[src/rtl/riscv_dp_encode_imm_pkg.sv]
// ============================================================================
// riscv_dp_encode_imm_pkg : immediate format codes and range helper
// Revision: 1.0
// ============================================================================
`default_nettype none

package riscv_dp_encode_imm_pkg;

  typedef enum logic [2:0] {
    FMT_I = 3'b000,
    FMT_S = 3'b001,
    FMT_B = 3'b010,
    FMT_J = 3'b011,
    FMT_U = 3'b100
  } imm_fmt_e;

  localparam int unsigned FIFO_DEPTH  = 2;
  localparam logic [7:0]  ERR_CNT_MAX = 8'hFF;

  // True when imm[31:msb] are all equal, i.e. the value survives truncation to msb+1 bits.
  function automatic logic fits_signed(input logic [31:0] imm, input int unsigned msb);
    logic [31:0] hi;
    hi = 32'($signed(imm) >>> msb);
    return (hi == 32'h0000_0000) || (hi == 32'hFFFF_FFFF);
  endfunction

endpackage

`default_nettype wire

[src/rtl/riscv_dp_imm_pack.sv]
// ============================================================================
// riscv_dp_imm_pack : packs immediate and register fields into an instruction
// Revision: 1.0
// ============================================================================
`default_nettype none

module riscv_dp_imm_pack (
  input  logic [2:0]  src_i,
  input  logic [31:0] imm_i,
  input  logic [6:0]  opcode_i,
  input  logic [4:0]  rd_i,
  input  logic [4:0]  rs1_i,
  input  logic [4:0]  rs2_i,
  input  logic [2:0]  funct3_i,
  output logic [31:0] instr_o,
  output logic        err_o
);
  import riscv_dp_encode_imm_pkg::*;

  always_comb begin
    instr_o = 32'h0000_0000;
    err_o   = 1'b1;
    case (src_i)
      FMT_I: begin
        instr_o = {imm_i[11:0], rs1_i, funct3_i, rd_i, opcode_i};
        err_o   = ~fits_signed(imm_i, 11);
      end
      FMT_S: begin
        instr_o = {imm_i[11:5], rs2_i, rs1_i, funct3_i, imm_i[4:0], opcode_i};
        err_o   = ~fits_signed(imm_i, 11);
      end
      FMT_B: begin
        instr_o = {imm_i[12], imm_i[10:5], rs2_i, rs1_i, funct3_i,
                   imm_i[4:1], imm_i[11], opcode_i};
        err_o   = ~fits_signed(imm_i, 12) | imm_i[0];
      end
      FMT_J: begin
        instr_o = {imm_i[20], imm_i[10:1], imm_i[11], imm_i[19:12], rd_i, opcode_i};
        err_o   = ~fits_signed(imm_i, 20) | imm_i[0];
      end
      FMT_U: begin
        instr_o = {imm_i[31:12], rd_i, opcode_i};
        err_o   = |imm_i[11:0];
      end
      default: begin
        instr_o = 32'h0000_0000;
        err_o   = 1'b1;
      end
    endcase
  end

endmodule

`default_nettype wire

[src/rtl/riscv_dp_encode_imm.sv]
// ============================================================================
// riscv_dp_encode_imm : instruction encoder with 2-entry output FIFO
// Revision: 1.0
// ============================================================================
`default_nettype none

module riscv_dp_encode_imm (
  input  logic        iclk,
  input  logic        irst,
  input  logic        ivalid,
  output logic        oready,
  input  logic [2:0]  isrc,
  input  logic [31:0] iimm,
  input  logic [6:0]  iopcode,
  input  logic [4:0]  ird,
  input  logic [4:0]  irs1,
  input  logic [4:0]  irs2,
  input  logic [2:0]  ifunct3,
  output logic        ovalid,
  input  logic        iready,
  output logic [31:0] oinstr,
  output logic        oerr,
  output logic [7:0]  oerr_cnt
);
  import riscv_dp_encode_imm_pkg::*;

  logic [31:0]      pack_instr;
  logic             pack_err;
  logic [1:0][32:0] mem_q;
  logic             wr_ptr_q;
  logic             rd_ptr_q;
  logic [1:0]       count_q, count_d;
  logic [7:0]       err_cnt_q, err_cnt_d;
  logic             accept;
  logic             pop;

  riscv_dp_imm_pack u_pack (
    .src_i    (isrc),
    .imm_i    (iimm),
    .opcode_i (iopcode),
    .rd_i     (ird),
    .rs1_i    (irs1),
    .rs2_i    (irs2),
    .funct3_i (ifunct3),
    .instr_o  (pack_instr),
    .err_o    (pack_err)
  );

  // Handshake flags come only from registered occupancy, never from iready.
  assign oready = (count_q < 2'(FIFO_DEPTH));
  assign ovalid = (count_q != 2'd0);
  assign accept = ivalid & oready;
  assign pop    = ovalid & iready;

  always_comb begin
    count_d = count_q;
    case ({accept, pop})
      2'b10:   count_d = count_q + 2'd1;
      2'b01:   count_d = count_q - 2'd1;
      default: count_d = count_q;
    endcase

    err_cnt_d = err_cnt_q;
    if (accept && pack_err && (err_cnt_q != ERR_CNT_MAX)) begin
      err_cnt_d = err_cnt_q + 8'd1;
    end
  end

  always_ff @(posedge iclk) begin
    if (irst) begin
      mem_q     <= '0;
      wr_ptr_q  <= 1'b0;
      rd_ptr_q  <= 1'b0;
      count_q   <= 2'd0;
      err_cnt_q <= 8'd0;
    end else begin
      if (accept) begin
        mem_q[wr_ptr_q] <= {pack_err, pack_instr};
        wr_ptr_q        <= ~wr_ptr_q;
      end
      if (pop) begin
        rd_ptr_q <= ~rd_ptr_q;
      end
      count_q   <= count_d;
      err_cnt_q <= err_cnt_d;
    end
  end

  // Stale entries stay hidden once the FIFO drains.
  assign oinstr   = ovalid ? mem_q[rd_ptr_q][31:0] : 32'h0000_0000;
  assign oerr     = ovalid ? mem_q[rd_ptr_q][32]   : 1'b0;
  assign oerr_cnt = err_cnt_q;

endmodule

`default_nettype wire

[config.mk]
export PLATFORM = sky130hd
export DESIGN_NAME = riscv_dp_encode_imm
export DESIGN_NICKNAME = d
export VERILOG_FILES = /design/src/rtl/riscv_dp_encode_imm_pkg.sv /design/src/rtl/riscv_dp_imm_pack.sv /design/src/rtl/riscv_dp_encode_imm.sv
export SDC_FILE = /design/constraint.sdc
export NUM_CORES = 1
export LEC_CHECK = 0
export ABC_AREA = 1
export BUFFER_PORTS_ARGS = -buffer_cell sky130_fd_sc_hd__buf_2
export CELL_PAD_IN_SITES_DETAIL_PLACEMENT = 0
export CELL_PAD_IN_SITES_GLOBAL_PLACEMENT = 1
export CORE_ASPECT_RATIO = 0.75
export CORE_MARGIN = 5
export CORE_UTILIZATION = 37
export CTS_CLUSTER_DIAMETER = 200
export DETAILED_ROUTE_END_ITERATION = 8
export GPL_TIMING_DRIVEN = 0
export PLACE_DENSITY = 0.76
export REMOVE_ABC_BUFFERS = 1
export SLEW_MARGIN = 20
export SYNTH_ARGS = -nofsm -noshare
export SYNTH_HDL_FRONTEND = slang
export SYNTH_SLANG_ARGS = --single-unit
[constraint.sdc]
create_clock -name iclk -period 1.63 [get_ports iclk]
set_input_delay 0 -clock iclk [delete_from_list [all_inputs] [get_ports iclk]]
set_output_delay 0 -clock iclk [all_outputs]
set_load 0.02 [all_outputs]
# --- Yosys cells after proc, flatten, opt, wreduce, memory -nomap -nowiden ---
# Cells that the tools add are included.
classes:
  order_cmp: 4
  eq_ne: 10
  mux: 10
  n_reduce_logical: 14
  bitwise: 9
  add_sub_neg: 3
ops:
  columns: ["operator", "n"]
  rows:
  - ["case mux 32 bit (5 select lines)", 1]
  - ["two-way mux 33 bit", 3]
  - ["== test 32 bit, second input constant", 3]
  - ["logical NOT 32 bit", 3]
  - ["bitwise mux 66 bit", 1]
  - ["demux 33 bit (select 1 bit)", 1]
  - ["two-way mux 32 bit", 1]
  - ["OR reduction 12 bit", 1]
  - ["adder 8 x 1 -> 8 bit, second input constant", 1]
  - ["!= test 8 bit, second input constant", 1]
  - ["== test 3 x 2 -> 1 bit, second input constant", 2]
  - ["NOT 1 bit", 5]
  - ["< comparator 1 x 2 -> 1 bit, second input constant", 2]
  - ["case mux 1 bit (4 select lines)", 1]
  - ["case mux 2 bit (2 select lines)", 1]
  - ["nonzero test 2 bit", 2]
  - ["== test 3 x 1 -> 1 bit, second input constant", 1]
  - ["== test 3 bit, second input constant", 1]
  - ["logical AND 1 bit", 3]
  - ["logical NOT 3 bit", 1]
  - ["logical OR 1 bit", 3]
  - ["adder 2 x 1 -> 2 bit, second input constant", 1]
  - ["bitwise AND 1 bit", 2]
  - ["== test 2 x 1 -> 1 bit, second input constant", 1]
  - ["7 further kinds", 8]
totals:
  wordCells: 56
  ff_bits: 78
  output_inout_bits: 43

# --- Longest topological paths before layout ---
# Gate-level depths: netlist of run 1.
logic_depth:
  word_depth: 7
  mapped_depth: 14
  mapped_depth_nobuf: 14

# --- By module ---
# Synthesis of run 1 repeated with hierarchy kept, for this count alone.
unflattened:
  hier_cells: 653
  hier_area_um2: 4212.8
modules_own_cells:
  columns: ["mod", "cells_each", "seq_area_each_um2", "area_per_inst_um2", "n_inst"]
  rows:
  - ["riscv_dp_encode_imm", 464, 1561.5, 3379.5, 1]
  - ["riscv_dp_imm_pack", 189, 0.0, 833.3, 1]

# --- Least setup slack after synthesis of run 1 ---
# Ideal clock, no wire load.
synth_path:
  path_type: "flip-flop to flip-flop"
  start: "register err_cnt_q[1] (netlist: oerr_cnt[1])"
  end: "register err_cnt_q[7] (netlist: oerr_cnt[7])"
  stages_incl_launch_ff: 11
  setup_ns: 0.113
  synth_period_minus_slack_ns: 1.628
  setup_slack_ns: 0.002
  t_required_ns: 1.517
  t_arrival_ns: 1.515
  n_path_buf: 0
  cell_sequence: "dfxtp_1 -> ha_1 -> nand2_1 -> nor4_2 -> nand2_2 -> nand2_1 -> nor2_1 -> nand3_1 -> nand2_1 -> nand2_1 -> nor2_1"
synth_via:
  elab_chain_len: 2
  word_cells_on_any_way: 3
  classes_between: "1 x add/sub; 1 x eq/ne; 1 x reduce/logical"
synth_rtl:
  columns: ["element", "line_no", "source"]
  rows:
  - ["start, declared", "riscv_dp_encode_imm.sv:33", "logic [7:0] err_cnt_q, err_cnt_d;"]
  - ["start signal, assigned", "riscv_dp_encode_imm.sv:85", "err_cnt_q <= err_cnt_d;"]
  - ["branches (longest 2 deep; another with adder 8 x 1 -> 8 bit)", null, null]
# Several ways; the timed one is not identified.
# A chain may end at the register's enable or synchronous reset.

# --- Final worst setup path of run 1 ---
layout_path:
  start: "register count_q[1]"
  end: "register count_q[1]"
layout_via:
  elab_chain_len: 4
  word_cells_on_any_way: 10
  classes_between: "2 x add/sub; 1 x order compare; 2 x eq/ne; 1 x mux; 2 x bitwise; 2 x reduce/logical"
layout_rtl:
  columns: ["element", "line_no", "source"]
  rows:
  - ["start, declared", "riscv_dp_encode_imm.sv:32", "logic [1:0] count_q, count_d;"]
  - ["start signal, assigned", "riscv_dp_encode_imm.sv:84", "count_q <= count_d;"]
  - ["nonzero test 2 bit *", "riscv_dp_encode_imm.sv:51", "assign ovalid = (count_q != 2'd0);"]
  - ["bitwise AND 1 bit *", "riscv_dp_encode_imm.sv:53", "assign pop = ovalid & iready;"]
  - ["named net pop", "riscv_dp_encode_imm.sv:35", "logic pop;"]
  - ["== test 2 x 1 -> 1 bit or == test 2 bit (tied branches)", "riscv_dp_encode_imm.sv:57", "case ({accept, pop})"]
  - ["case mux 2 bit (2 select lines) or nonzero test 2 bit (tied branches)", null, null]
# The timed path passes the listed nets; every way through them passes the cells marked *.

==> results of run 1 <==
==> worst max-delay path by stage <==
stage / startpoint / to
6_report: count_q[1] / count_q[1]
5_1_grt: count_q[1] / count_q[1]
4_1_cts: count_q[0] / count_q[1]
3_5_place_dp: count_q[0] / count_q[1]
3_3_place_gp: count_q[1] / mem_q[32]
2_1_floorplan: count_q[1] / mem_q[32]
==> repair_timing <==
item / in CTS / in global routing
pin swaps: 2 / 5
gates cloned: 2 / 0
resized for setup: 14 / 19
buffers inserted: 5 / 5
endpoints found under the hold margin: 34 / 0
endpoints found under the setup margin: 93 / 40
hold buffers: 27 / 0
==> stage by stage <==
stage | instance area, sq um | std cells
final | 5430 | 854
after global routing | 5430 | 854
after CTS | 5330 | 849
after detailed placement | 4630 | 799
after global placement | 4580 | 797
after floorplan | 3880 | 555
==> cell families (layout without fill, tap and decap cells) <==
kind of cell | Yosys count | in the layout | synth area share, %
DFF | 78 | 78 | 39.0
and+or+nand+nor | 177 | 178 | 19.5
AOI/OAI and AO/OA | 185 | 185 | 27.0
buffers and inverters | 140 | 274 | 13.6
adders and majority gates | 2 | 2 | 0.625
xor gates and xnor gates | 1 | 1 | 0.219
==> state kept, by name, summed over array words and instances (netlist names) <==
| register | cells |
|---|---|
| rd_ptr_q | 1 |
| oerr_cnt | 8 |
| count_q | 2 |
| mem_q | 66 |
| wr_ptr_q | 1 |
==> layer usage <==
metal	vias to the layer above	part of all wire (%)	wire length [um]
met1	2012	48	6420
met4	0	1.1	142
met3	15	8.0	1070
met2	165	43	5710
met5	-	0	0
li1	2189	-	-
==> where the power goes <==
part | switching [W] | total, W | leakage [nW] | internal (W)
clock network | 0.000811 | 0.00220 | 0.156 | 0.00139
logic | 0.00161 | 0.00254 | 1.73 | 0.000934
registers | 0.000130 | 0.00228 | 0.640 | 0.00215
total | 0.00255 | 0.00702 | 2.52 | 0.00447
==> area by class of cell <==
class,count,area share (%)
Multi-Input combinational cell,366,36.1
Clock buffer,11,4.47
Inverter,112,7.94
Clock inverter,5,1.50
Tap cell,136,3.13
Timing Repair inverter,1,0.138
Sequential cell,78,28.9
Timing Repair Buffer,145,17.8
==> cells in the final DEF (no fill, tap or decap), types with 2 or more instances in the layout <==
cell type | synthesis | final
buf_2 | 10 | 101
inv_1 | 103 | 99
nand2_1 | 91 | 87
dfxtp_1 | 78 | 75
o21ai_0 | 54 | 52
a21oi_1 | 51 | 51
nor2_1 | 51 | 47
o22ai_1 | 39 | 39
dlygate4sd3_1 | 0 | 27
o211ai_1 | 20 | 20
nand2_2 | 8 | 11
inv_2 | 7 | 9
nand3_1 | 9 | 9
clkbuf_16 | 0 | 9
buf_4 | 0 | 9
a22oi_1 | 8 | 8
nand4_1 | 7 | 7
o21ai_1 | 4 | 6
nor2_2 | 3 | 6
a221oi_1 | 6 | 6
nor2_4 | 2 | 4
nand2_4 | 3 | 4
buf_12 | 0 | 4
buf_6 | 1 | 4
clkinvlp_4 | 0 | 3
clkinv_2 | 0 | 3
dfxtp_4 | 0 | 3
a21oi_2 | 2 | 2
inv_6 | 0 | 2
bufinv_16 | 0 | 2
==> critical path: cells and delay by family (launching register included) <==
kind            cells  cell delay (ns)
simple gates        4             0.42
buf+inv             3             0.26
flops               1             0.36
compound gates      2             0.22
fa+ha+maj           1             0.23
==> results.sh, run 1 <==
export IMPL_cp_start_kind="flip-flop"
export IMPL_track_usage_pct=20.5
export IMPL_syn_inst=583
export IMPL_htreeDepth=3
export IMPL_final_core_util_pct=52.2
export IMPL_multi_input_area_sq_um=1960
export IMPL_finalPower_w=0.00702
export IMPL_holdPathStages=3
export IMPL_final_nets=779
export IMPL_synth_ff_type="dfxtp_1"
export IMPL_clk_pin_slew_ns=0.06
export IMPL_num_vias=4381
export IMPL_synth_async_reset_ratio_pct=0
export IMPL_area_sequential_sq_um=1570
export IMPL_final_period_utilization_pct=97.5
export IMPL_worstPathCellList="nor2_4 -> clkinvlp_4 -> nand2_2 -> inv_2 -> ha_4 -> inv_2 -> nand2_1 -> nor2_2 -> o21ai_1 -> a21oi_1"
export IMPL_timing_critical_path_fanout_max=4
export IMPL_hp_class="in2reg"
export IMPL_cts_buffer_depth=2
export IMPL_start_util_pct=38.4
export IMPL_path_common_cell="inv_2"
export IMPL_cts_tree="done"
export IMPL_synth_area_sq_um=4000
export IMPL_synth_top_cell_by_area="dfxtp_1"
export IMPL_drtAntennaViolNets=0
export IMPL_p_leak_nw=2.52
export IMPL_met3_usage_pct=5.05
export IMPL_cts_made_buffers=9
export IMPL_maxCapViolCount=0
export IMPL_met2_usage_pct=30.8
export IMPL_hpwl_um=8570
export IMPL_hold_violations=0
export IMPL_worstPathArrival_ns=1.85
export IMPL_grt_use_met1_pct=29.4
export IMPL_critPathMaxStageDelay_ns=0.36
export IMPL_grt_pass1_vias=4160
export IMPL_relSlewSlack_pct=54.1
export IMPL_area_delta_synth_final_pct=35.8
export IMPL_cts_root_buf="clkbuf_16"
export IMPL_drt_initial_drc_count=270
export IMPL_ys_types=29
export IMPL_synth_area_per_cell_sq_um=6.86
export IMPL_fp_row_count=32
export IMPL_grt_pass1_wl_um=21000
export IMPL_drc_errors=0
export IMPL_antenna_cells=0
export IMPL_layout_setup_ws_ns=0.0413
export IMPL_dieArea_sq_um=13000
export IMPL_insertion_delay_ns=0.34
export IMPL_gr_max_usage_layer="met2"
export IMPL_fmax_mhz=629
export IMPL_worstRegToRegCells=10
export IMPL_dr_pass1_iters=5
export IMPL_peakVddDrop_v=0.000792
export IMPL_drv_slew=0
export IMPL_routedWlPerCell_um=15.6
export IMPL_tightestPinTransition_ns=0.688
export IMPL_r2r_start="count_q[1]"
export IMPL_grt_max_degree=43
export IMPL_fill_cells=1087
export IMPL_cts_sinks=78
export IMPL_cp_slowest_cell="dfxtp_4"
export IMPL_ioPinCount=107
export IMPL_drive_gt1_share_pct=25.3
export IMPL_pwr_density_cell_nw_per_um2=1290
export IMPL_worstHoldStart="iimm[17]"
export IMPL_layout_min_cycle_time_ns=1.59
export IMPL_coreArea_sq_um=10400
export IMPL_endpoint_kind="flip-flop"
export IMPL_synth_most_common_cell="inv_1"
export IMPL_fin_skew_ns=0.00373
export IMPL_whs_ns=0.00622
export IMPL_setup_tns_final_ns=0
export IMPL_seq_area_frac_synth_pct=39.0
export IMPL_avgViaCountPerCell=5.13
export IMPL_drt_wl_total_um=13300
export IMPL_critPathRequiredTime_ns=1.89
export IMPL_yosys_warnings=0
export IMPL_reg2reg_setup_slack_ns=0.04
export IMPL_die_w_um=130
export IMPL_synthTopCellsByCount="inv_1, nand2_1, dfxtp_1, o21ai_0"
export IMPL_die_h_um=100
export IMPL_port_buffer_count=106
export IMPL_antenna_found_initial=0
export IMPL_setup_viol=0
export IMPL_place_congestion=0.807
export IMPL_status="complete, no violations"
export IMPL_ys_ff_latch=78
export IMPL_synth_top_area_share_pct=39.0
export IMPL_hold_path_end="mem_q[50]"
export IMPL_criticalPathCategory="reg2reg"
export IMPL_place_ws_ns=-0.634
export IMPL_synth_edff_count=0
export IMPL_r2r_end="count_q[1]"
export IMPL_grt_ovfl_total=0
export IMPL_rsz0062_at_grt="yes"
export IMPL_synth_area_top_cells="dfxtp_1, inv_1, nand2_1"
Note: power is estimated with default switching activity, not from simulation.
==> inputs of run 2 (changes only) <==
Settings changed: ABC_AREA 1 to default, CORE_UTILIZATION 37 to 38, PLACE_DENSITY 0.76 to 0.75.
==> run 2 against run 1 <==
  * The flow now finishes with violations (setup timing)
  * Routed wire length increased by 2.0%
  * Power increased by 6.9%
  * Critical path depth decreased by 5
  * Count of clock-buffer cells in the layout increased by 1
  * Clock skew increased by 0.00088 ns
  * Combinational power increased by 17%
  * Synthesized cell count decreased by 14%
  * Worst setup slack got worse by 0.088 ns
  * Worst hold slack improved by 0.018 ns
  * Synthesized area increased by 1.5%
  * Clock power decreased by 3%
  * Largest cell class unchanged
  * Largest power group unchanged
  * Highest routed layer unchanged
==> results.sh, run 2 <==
export IMPL_layout_setup_ws_ns=-0.0466
export IMPL_fin_skew_ns=0.00461
export IMPL_synthTopCellsByCount="dfxtp_1, nor2_1, a21oi_1, mux2i_1, nand2_1"
export IMPL_final_core_util_pct=52.4
export IMPL_dieArea_sq_um=12900
export IMPL_hpwl_um=8790
export IMPL_avgViaCountPerCell=5.49
export IMPL_tightestPinTransition_ns=1.06
export IMPL_rsz0062_at_grt="yes"
export IMPL_final_common_cell="buf_2"
export IMPL_endpoint_kind="flip-flop"
export IMPL_cts_buffer_depth=2
export IMPL_multi_input_area_sq_um=2380
export IMPL_largest_register="mem_q"
export IMPL_status="complete, but fails checks"
export IMPL_whs_ns=0.0238
export IMPL_cts_sinks=78
export IMPL_layout_min_cycle_time_ns=1.68
export IMPL_synth_area_sq_um=4060
export IMPL_drt_wl_total_um=13600
export IMPL_synth_async_reset_ratio_pct=0
export IMPL_clk_pin_slew_ns=0.06
export IMPL_final_nets=681
export IMPL_synth_most_common_cell="dfxtp_1"
export IMPL_pwr_density_cell_nw_per_um2=1380
export IMPL_drive_gt1_share_pct=26.9
export IMPL_antenna_found_initial=0
export IMPL_cts_made_buffers=9
export IMPL_final_cell_mix="buf_2, dfxtp_1, nor2_1"
export IMPL_cp_start_kind="flip-flop"
export IMPL_violations="setup timing"
export IMPL_maxCapViolCount=0
export IMPL_fp_row_count=32
export IMPL_yosys_warnings=0
export IMPL_ioPinCount=107
export IMPL_grt_pass1_vias=4050
export IMPL_area_sequential_sq_um=1570
export IMPL_syn_inst=500
export IMPL_synth_edff_count=0
export IMPL_place_ws_ns=-0.650
export IMPL_die_w_um=129
export IMPL_critPathRequiredTime_ns=1.87
export IMPL_drtAntennaViolNets=0
export IMPL_seq_area_frac_synth_pct=38.4
export IMPL_htreeDepth=3
export IMPL_drc_errors=0
export IMPL_criticalPathCategory="reg2reg"
export IMPL_die_h_um=99.5
export IMPL_synth_ff_type="dfxtp_1"
export IMPL_drv_slew=0
export IMPL_timing_critical_path_fanout_max=5
export IMPL_area_delta_synth_final_pct=33.7
export IMPL_grt_max_degree=49
export IMPL_ys_types=41
export IMPL_start_util_pct=39.2
export IMPL_p_leak_nw=2.17
export IMPL_hp_class="in2reg"
export IMPL_final_period_utilization_pct=103
export IMPL_fmax_mhz=596
export IMPL_grt_pass1_wl_um=20800
export IMPL_track_usage_pct=20.3
export IMPL_ys_ff_latch=78
export IMPL_hold_violations=0
export IMPL_fill_cells=1014
export IMPL_place_inst=706
export IMPL_drt_initial_drc_count=309
export IMPL_worstPathArrival_ns=1.91
export IMPL_grt_ovfl_total=0
export IMPL_synth_top_cell_by_area="dfxtp_1"
export IMPL_largest_reg_flops=66
export IMPL_insertion_delay_ns=0.33
export IMPL_peakVddDrop_v=0.000911
export IMPL_coreArea_sq_um=10400
export IMPL_antenna_cells=0
export IMPL_synth_area_per_cell_sq_um=8.12
export IMPL_synth_area_top_cells="dfxtp_1, mux2i_1, nor2_1"
export IMPL_routedWlPerCell_um=18.0
export IMPL_stdcell_count=756
export IMPL_place_congestion=0.749
export IMPL_num_vias=4148
export IMPL_setup_viol=16
export IMPL_relSlewSlack_pct=29.5
export IMPL_cts_tree="done"
export IMPL_dr_pass1_iters=4
export IMPL_port_buffer_count=106
export IMPL_synth_top_area_share_pct=38.4
export IMPL_cts_root_buf="clkbuf_16"
run 2: metal layers:
layer	track usage (%)	wire, um
met1	29.0	6450
met5	0	0
met3	4.67	1000
met4	5.73	227
met2	30.5	5910
run 2: final timing paths:
path / from / endpoint / slack (ns) / depth (start not counted)
max: count_q[1] / count_q[1] / -0.05 / 5
min: ird[2] / mem_q[42] / 0.02 / 3
max reg2reg: count_q[1] / count_q[1] / -0.05 / 5
min reg2reg: mem_q[44] / mem_q[44] / 0.45 / 2
run 2: worst max-delay path, stage by stage, from the launching register on:
cell and delay, ns:
dfxtp_4 0.37, nor2b_4 0.16, clkinvlp_4 0.16, ha_1 0.35
or3_1 0.38, a21oi_1 0.17
run 2: cell type report:
type,count,share of cell area [%]
Multi-Input combinational cell,379,43.8
Clock buffer,12,4.54
Sequential cell,78,28.9
Tap cell,136,3.13
Inverter,6,0.484
Timing Repair Buffer,141,17.9
Clock inverter,4,1.29
run 2: cells by family after synthesis:
group	share of synthesized area, %
buf+inv	4.93
mux	11.1
compound gates	21.5
flops	38.4
fa+ha+maj	0.616
xor+xnor	1.26
simple gates	22.2
run 2: repair_timing:
action,4_1_cts,5_1_grt
cloned,2,2
pin swaps,8,8
endpoints found under the hold margin,14,0
gates resized for setup,15,11
hold buffers,7,0
setup buffers,9,14
endpoints found under the setup margin,67,59
run 2: where the power goes:
group	switching, W	leakage, nW	internal, W	total [W]
combinational	0.00170	1.38	0.00128	0.00297
sequential	0.000202	0.639	0.00220	0.00240
clock	0.000754	0.157	0.00138	0.00213
total	0.00265	2.17	0.00485	0.00750
run 2: stage by stage:
step                      power, W  TNS [ns]  area (sq um)
after floorplan            0.00387    -32.83          3880
after global placement     0.00429   -134.19          4580
after detailed placement   0.00488    -17.12          4700
after CTS                  0.00724   -0.0158          5230
after global routing       0.00792     -2.49          5430
final                      0.00750    -0.241          5430
